**src/rtl/msg_packer_if.sv**
```systemverilog
// Byte-stream input and block-output handshake bundle for the message packer.
// The master side feeds bytes and accepts blocks; the slave side is the packer.
interface msg_packer_if #(
    parameter int W = 32
);
    logic              din_valid;
    logic [7:0]        din_data;
    logic              din_end;
    logic              empty_req;
    logic              din_ready;
    logic              dv_out;
    logic              drdy_in;
    logic [16*W-1:0]   m_out;
    logic [2*W-1:0]    t_out;
    logic              f_out;

    modport master (
        output din_valid, din_data, din_end, empty_req, drdy_in,
        input  din_ready, dv_out, m_out, t_out, f_out
    );

    modport slave (
        input  din_valid, din_data, din_end, empty_req, drdy_in,
        output din_ready, dv_out, m_out, t_out, f_out
    );
endinterface

```
**src/rtl/msg_packer.sv**
```systemverilog
// Packs a byte stream into 16-word little-endian blocks with a running byte
// count and final-block flag, handing each block to a compression stage.
module msg_packer #(
    parameter int W = 32
) (
    input  logic         clk,
    input  logic         rst,
    msg_packer_if.slave  bus
);
    localparam int BB    = 2 * W;
    localparam int IDX_W = $clog2(BB);

    localparam logic [IDX_W-1:0] LAST_IDX = IDX_W'(BB - 1);
    localparam logic [IDX_W-1:0] IDX_ONE  = IDX_W'(1);
    localparam logic [2*W-1:0]   T_ONE    = (2*W)'(1);

    typedef enum logic {FILL, SEND} state_t;

    state_t           state;
    state_t           state_next;
    logic [16*W-1:0]  m_buf;
    logic [2*W-1:0]   t_cnt;
    logic [2*W-1:0]   t_blk;
    logic [2*W-1:0]   t_inc;
    logic [IDX_W-1:0] byte_idx;
    logic [IDX_W+2:0] bit_base;
    logic             msg_started;
    logic             f_reg;
    logic             accept;
    logic             go_send;
    logic             final_next;
    logic             handoff;

    assign t_inc    = t_cnt + T_ONE;
    assign bit_base = {byte_idx, 3'b000};
    assign handoff  = (state == SEND) && bus.drdy_in;

    always_ff @(posedge clk) begin
        if (rst) begin
            state <= FILL;
        end else begin
            state <= state_next;
        end
    end

    // empty_req only counts on an idle input cycle before any byte of the message
    always_comb begin
        state_next    = state;
        bus.din_ready = 1'b0;
        bus.dv_out    = 1'b0;
        accept        = 1'b0;
        go_send       = 1'b0;
        final_next    = 1'b0;
        case (state)
            FILL: begin
                bus.din_ready = 1'b1;
                if (bus.din_valid) begin
                    accept = 1'b1;
                    if (bus.din_end) begin
                        go_send    = 1'b1;
                        final_next = 1'b1;
                    end else if (byte_idx == LAST_IDX) begin
                        go_send = 1'b1;
                    end
                end else if (bus.empty_req && !msg_started) begin
                    go_send    = 1'b1;
                    final_next = 1'b1;
                end
                if (go_send) begin
                    state_next = SEND;
                end
            end
            SEND: begin
                bus.dv_out = 1'b1;
                if (bus.drdy_in) begin
                    state_next = FILL;
                end
            end
            default: state_next = FILL;
        endcase
    end

    always_ff @(posedge clk) begin
        if (rst) begin
            m_buf       <= '0;
            t_cnt       <= '0;
            t_blk       <= '0;
            byte_idx    <= '0;
            msg_started <= 1'b0;
            f_reg       <= 1'b0;
        end else begin
            if (accept) begin
                m_buf[bit_base +: 8] <= bus.din_data;
                t_cnt                <= t_inc;
                byte_idx             <= byte_idx + IDX_ONE;
                msg_started          <= 1'b1;
            end
            if (go_send) begin
                t_blk <= accept ? t_inc : t_cnt;
                f_reg <= final_next;
            end
            // Returning to FILL: fresh zeroed buffer; a final block also ends the message
            if (handoff) begin
                m_buf    <= '0;
                byte_idx <= '0;
                if (f_reg) begin
                    t_cnt       <= '0;
                    msg_started <= 1'b0;
                end
            end
        end
    end

    assign bus.m_out = m_buf;
    assign bus.t_out = t_blk;
    assign bus.f_out = f_reg;
endmodule
```
**src/flat_wrapper.sv**
```systemverilog
// flat-port wrapper written by rule: the top's interface ports become plain ports
module msg_packer_flat 
#(
    parameter int W = 32
)
  (clk, rst, bus_din_valid, bus_din_data, bus_din_end, bus_empty_req, bus_drdy_in, bus_din_ready, bus_dv_out, bus_m_out, bus_t_out, bus_f_out);
  msg_packer_if #(.W(W)) bus_i ();
  input  logic clk;
  input  logic rst;
  input wire logic [$bits(bus_i.din_valid)-1:0] bus_din_valid;
  input wire logic [$bits(bus_i.din_data)-1:0] bus_din_data;
  input wire logic [$bits(bus_i.din_end)-1:0] bus_din_end;
  input wire logic [$bits(bus_i.empty_req)-1:0] bus_empty_req;
  input wire logic [$bits(bus_i.drdy_in)-1:0] bus_drdy_in;
  output wire logic [$bits(bus_i.din_ready)-1:0] bus_din_ready;
  output wire logic [$bits(bus_i.dv_out)-1:0] bus_dv_out;
  output wire logic [$bits(bus_i.m_out)-1:0] bus_m_out;
  output wire logic [$bits(bus_i.t_out)-1:0] bus_t_out;
  output wire logic [$bits(bus_i.f_out)-1:0] bus_f_out;
  assign bus_i.din_valid = bus_din_valid;
  assign bus_i.din_data = bus_din_data;
  assign bus_i.din_end = bus_din_end;
  assign bus_i.empty_req = bus_empty_req;
  assign bus_i.drdy_in = bus_drdy_in;
  assign bus_din_ready = bus_i.din_ready;
  assign bus_dv_out = bus_i.dv_out;
  assign bus_m_out = bus_i.m_out;
  assign bus_t_out = bus_i.t_out;
  assign bus_f_out = bus_i.f_out;
  msg_packer #(.W(W)) u_core (.clk(clk), .rst(rst), .bus(bus_i));
endmodule
```
**config.mk**
```make
export PLATFORM = sky130hd
export DESIGN_NAME = msg_packer_flat
export DESIGN_NICKNAME = d
export VERILOG_FILES = /design/src/rtl/msg_packer_if.sv /design/src/rtl/msg_packer.sv /design/src/flat_wrapper.sv
export SDC_FILE = /design/constraint.sdc
export NUM_CORES = 1
export LEC_CHECK = 0
export ABC_AREA = 1
export BUFFER_PORTS_ARGS = -buffer_cell sky130_fd_sc_hd__buf_4
export CORE_MARGIN = 5
export CORE_UTILIZATION = 36
export DETAILED_ROUTE_END_ITERATION = 6
export PLACE_DENSITY = 0.66
export SYNTH_ARGS = -nofsm -noshare
export SYNTH_HDL_FRONTEND = slang
export SYNTH_SLANG_ARGS = --single-unit
```
**constraint.sdc**
```tcl
create_clock -name clk -period 2.9 [get_ports clk]
set_input_delay 0.58 -clock clk [delete_from_list [all_inputs] [get_ports clk]]
set_output_delay 0.58 -clock clk [all_outputs]
set_load 0.05 [all_outputs]
```
==> metrics.txt <==
# TYPE chip_impl_metric gauge
chip_impl_metric{name="hold_viol",unit=""} 0
chip_impl_info{name="synth_largest_area_cell",value="sky130_fd_sc_hd__dfxtp_1"} 1
chip_impl_info{name="synth_top_cells_by_count",value="sky130_fd_sc_hd__nor2_1, sky130_fd_sc_hd__nand2_1, sky130_fd_sc_hd__dfxtp_1"} 1
chip_impl_info{name="synthMostInstantiatedCell",value="sky130_fd_sc_hd__nor2_1"} 1
chip_impl_metric{name="port_buffers",unit=""} 592
chip_impl_metric{name="route.final.wire_length",unit="µm"} 98500
chip_impl_metric{name="setup_tns",unit="ns"} 0
chip_impl_metric{name="initial_utilization",unit="%"} 36.3
chip_impl_metric{name="power.share.clock",unit="%"} 45.4
chip_impl_metric{name="die_span_in_y",unit="µm"} 279
chip_impl_metric{name="detail_route.first_pass.iterations",unit=""} 5
chip_impl_metric{name="pwr-share-seq",unit="%"} 44.2
chip_impl_metric{name="synth.distinct_cells",unit=""} 44
chip_impl_metric{name="synth_async_sr_flop_share",unit="%"} 0
chip_impl_metric{name="arrival",unit="ns"} 3.29
chip_impl_metric{name="ratio_of_cells_with_drive_above_1_in_the_final_layout",unit="%"} 21.0
chip_impl_metric{name="cts-htree-levels",unit=""} 3
chip_impl_metric{name="finish_stage_setup_viols",unit=""} 0
chip_impl_metric{name="grt_pass1_wl",unit="µm"} 148000
chip_impl_metric{name="num_vias",unit=""} 25600
chip_impl_metric{name="timing.critical_path.slowest_cell_delay",unit="ns"} 0.45
chip_impl_metric{name="design.die.area",unit="µm²"} 77800
chip_impl_metric{name="setup_slack",unit="ns"} 0.156
chip_impl_metric{name="powerDensity",unit="nW/µm²"} 608
chip_impl_metric{name="power_leakage",unit="nW"} 14.6
chip_impl_metric{name="route.antenna.remaining_nets",unit=""} 0
chip_impl_info{name="root_buffer",value="sky130_fd_sc_hd__clkbuf_16"} 1
chip_impl_metric{name="cell_internal_pwr",unit="mW"} 15.1
chip_impl_metric{name="cp.buffers_inverters",unit=""} 3
chip_impl_metric{name="grt_start_max_net_pins",unit=""} 148
chip_impl_metric{name="slew_violations",unit=""} 0
chip_impl_metric{name="tritoncts.num_buffers",unit=""} 73
chip_impl_info{name="synth.area.top_cells",value="sky130_fd_sc_hd__dfxtp_1, sky130_fd_sc_hd__nor2_1, sky130_fd_sc_hd__nand2_1, sky130_fd_sc_hd__a21oi_1, sky130_fd_sc_hd__o21ai_0"} 1
chip_impl_metric{name="cts.clk_slew.worst_paths",unit="ns"} 0.06
chip_impl_metric{name="dpl_worst_slack",unit="ns"} 0.187
chip_impl_metric{name="clock-skew-final",unit="ns"} 0.0178
chip_impl_metric{name="vdd_ir_drop_max",unit="V"} 0.000360
chip_impl_metric{name="dieWidth",unit="µm"} 279
chip_impl_info{name="tritoncts",value="yes"} 1
chip_impl_info{name="timing_worst_setup_path_type",value="reg -> reg"} 1
chip_impl_metric{name="via_count_of_the_first_global_routing_pass",unit=""} 24200
chip_impl_metric{name="wl_per_cell",unit="µm"} 19.1
chip_impl_metric{name="post-cts-setup-buffer-count",unit=""} 0
chip_impl_metric{name="max_cap_violations",unit=""} 0
chip_impl_metric{name="worst-slew-pin-transition",unit="ns"} 0.822
chip_impl_metric{name="timing.fmax",unit="MHz"} 364
chip_impl_info{name="run_status",value="finished clean"} 1
chip_impl_metric{name="fillCellCount",unit=""} 7251
chip_impl_metric{name="power.switching_fraction",unit="%"} 27.1
chip_impl_metric{name="clkSinkCount",unit=""} 649
chip_impl_metric{name="routed_via_density",unit=""} 4.96
chip_impl_metric{name="detailed_place_hpwl",unit="µm"} 73000
chip_impl_metric{name="seq_area_frac_synth",unit="%"} 49.9
chip_impl_metric{name="postSynthAreaPerCell",unit="µm²"} 7.24
chip_impl_metric{name="yosysTopAreaCellShare",unit="%"} 49.9
chip_impl_metric{name="drt_drc_violations_left",unit=""} 0
chip_impl_metric{name="ys_warn_count",unit=""} 0
chip_impl_info{name="timing.critical_path.max_delay_family",value="simple AND/OR/NAND/NOR gates"} 1
chip_impl_metric{name="timing.hold.ws",unit="ns"} 0.296
chip_impl_metric{name="grtUsageTotal",unit="%"} 24.0
chip_impl_metric{name="gpl.final_weighted_congestion",unit=""} 0.922
chip_impl_metric{name="finalCritPeriodShare",unit="%"} 94.6
chip_impl_metric{name="total_power",unit="mW"} 20.7
chip_impl_metric{name="drt-initial-drc-count",unit=""} 2031
chip_impl_metric{name="fp.coreArea",unit="µm²"} 71600
chip_impl_metric{name="grt_overflow",unit=""} 0
chip_impl_metric{name="worst_slew_margin_relative_to_its_limit",unit="%"} 45.2
chip_impl_metric{name="placementRows",unit=""} 98
chip_impl_metric{name="clock_latency",unit="ns"} 0.61
chip_impl_metric{name="syn-num-nets",unit=""} 3613
chip_impl_metric{name="cell_count_post_placement",unit=""} 5034
chip_impl_metric{name="syn-cell-area",unit="µm²"} 26000
chip_impl_info{name="min_path_type",value="in -> reg"} 1
chip_impl_info{name="worstPathCellList",value="inv_1 -> ha_2 -> nand2_2 -> nor2_2 -> nor2_4 -> nor2_8 -> inv_4 -> nand2_4 -> nor2_1 -> nand2_1 -> inv_2 -> nor2_1 -> nor2_1"} 1
chip_impl_metric{name="final_cells",unit=""} 5167
chip_impl_info{name="path_common_cell",value="sky130_fd_sc_hd__nor2_1"} 1
chip_impl_metric{name="design.portCount",unit=""} 593
chip_impl_metric{name="finalWorstPathRequiredPeriod",unit="ns"} 2.74
chip_impl_metric{name="clockBufferDepth",unit=""} 3
chip_impl_metric{name="synth_enable_flop_cells",unit=""} 0
chip_impl_metric{name="cp_data_required_time",unit="ns"} 3.44
chip_impl_metric{name="crit_fanout",unit=""} 15
chip_impl_metric{name="area_delta_synth_final",unit="%"} 30.8
chip_impl_metric{name="layout.nets",unit=""} 4178
chip_impl_metric{name="number_of_antenna_violations_at_the_first_check_in_global_routing",unit=""} 3
chip_impl_info{name="setup.worst_path.end_class",value="flip-flop"} 1
chip_impl_metric{name="syn_inst",unit=""} 3594
chip_impl_metric{name="combPwrFrac",unit="%"} 10.4
chip_impl_metric{name="synth.ff_latch_count",unit=""} 649
chip_impl_info{name="synth_ff_type",value="sky130_fd_sc_hd__dfxtp_1"} 1
chip_impl_info{name="slowest_stage",value="sky130_fd_sc_hd__nor2_1"} 1
chip_impl_metric{name="switching_component_of_the_power",unit="mW"} 5.61
chip_impl_info{name="timing.critical_path.from_type",value="flip-flop"} 1
chip_impl_info{name="grt_setup_unrepaired",value="no"} 1
[placed cells by master (no fill, tap or decap), drive strengths merged, types with 5 or more instances in the layout]
master	count
clkbuf	102
inv	264
clkinv	16
dfxtp	649
xor2	17
a21oi	280
xnor2	12
nand3b	9
nand2	693
buf	670
nor3	31
clkinvlp	7
o21bai	5
nor2	863
o21ai	283
ha	5
nand3	212
nand4	71
[final cells by class]
type / count / area (µm²) / share of cell area [%]
diodes: 2 / 5.00 / 0.0147
inverters: 262 / 997 / 2.93
well taps: 950 / 1190 / 3.49
flip-flops and latches: 649 / 13000 / 38.2
multi-input cells: 2503 / 11200 / 33.0
repair buffers: 670 / 5180 / 15.2
clock inverters: 29 / 309 / 0.908
clock buffers: 102 / 2130 / 6.25
[final timing paths]
path,end,depth (start not counted),slack [ns],startpoint
worst max-delay path,u_core.bus.m_out[488],13,0.16,u_core.byte_idx[1]
worst min-delay path,u_core.bus.m_out[7],3,0.30,bus_din_data[7]
worst min register to register,u_core.bus.m_out[304],2,0.46,u_core.bus.m_out[304]
worst max register to register,u_core.bus.m_out[488],13,0.16,u_core.byte_idx[1]
[kinds of logic (layout without fill, tap and decap cells)]
family / Yosys count / after routing / synth area share [%]
compound gates: 578 / 578 / 11.4
xor+xnor: 29 / 29 / 0.976
fa+ha+maj: 5 / 5 / 0.240
buf+inv: 442 / 1063 / 6.95
flops: 649 / 649 / 49.9
mux: 1 / 1 / 0.0385
other cells: 0 / 2 / 0
simple gates: 1890 / 1890 / 30.5
[worst register-to-register path: stages (launching register included)]
cell	delay [ns]
sky130_fd_sc_hd__dfxtp_1	0.41
sky130_fd_sc_hd__inv_1	0.11
sky130_fd_sc_hd__ha_2	0.19
sky130_fd_sc_hd__nand2_2	0.12
sky130_fd_sc_hd__nor2_2	0.06
sky130_fd_sc_hd__nor2_4	0.14
sky130_fd_sc_hd__nor2_8	0.08
sky130_fd_sc_hd__inv_4	0.21
sky130_fd_sc_hd__nand2_4	0.14
sky130_fd_sc_hd__nor2_1	0.46
sky130_fd_sc_hd__nand2_1	0.35
sky130_fd_sc_hd__inv_2	0.24
sky130_fd_sc_hd__nor2_1	0.06
sky130_fd_sc_hd__nor2_1	0.12
[through the flow]
stage,util [%],instance area [µm²]
floorplan,-,26000
global placement,44.1,31600
detailed placement,44.1,31600
CTS,47.5,34000
global route,47.6,34100
finish,47.6,34100
[flip-flops by register name, summed over array words and instances, names as in the netlist]
name,count
u_core.bus.t_out,64
u_core.byte_idx,6
u_core.bus.m_out,512
u_core.t_cnt,64
u_core.bus.f_out,1
u_core.state,1
u_core.msg_started,1
[layer usage]
layer,global-route usage (%),routed length [µm]
met3,4.85,6670
met4,10.4,4600
met5,0,0
met1,30.3,40900
met2,40.1,46300
[power groups by stage]
stage               combinational [mW]  sequential (mW)  clock, mW
finish                            2.16             9.15       9.40
global route                      2.33             9.16       9.92
floorplan                         1.03             9.73          0
global placement                  2.14             9.34          0
detailed placement                2.15             9.34          0
CTS                               2.15             9.15       9.56
[repair_timing]
item                                    4_1_cts  5_1_grt
gates resized for setup                       0        4
hold buffers                                  0        0
endpoints found under the setup margin        0       29
No activity file was read; power rests on OpenSTA's default activity.
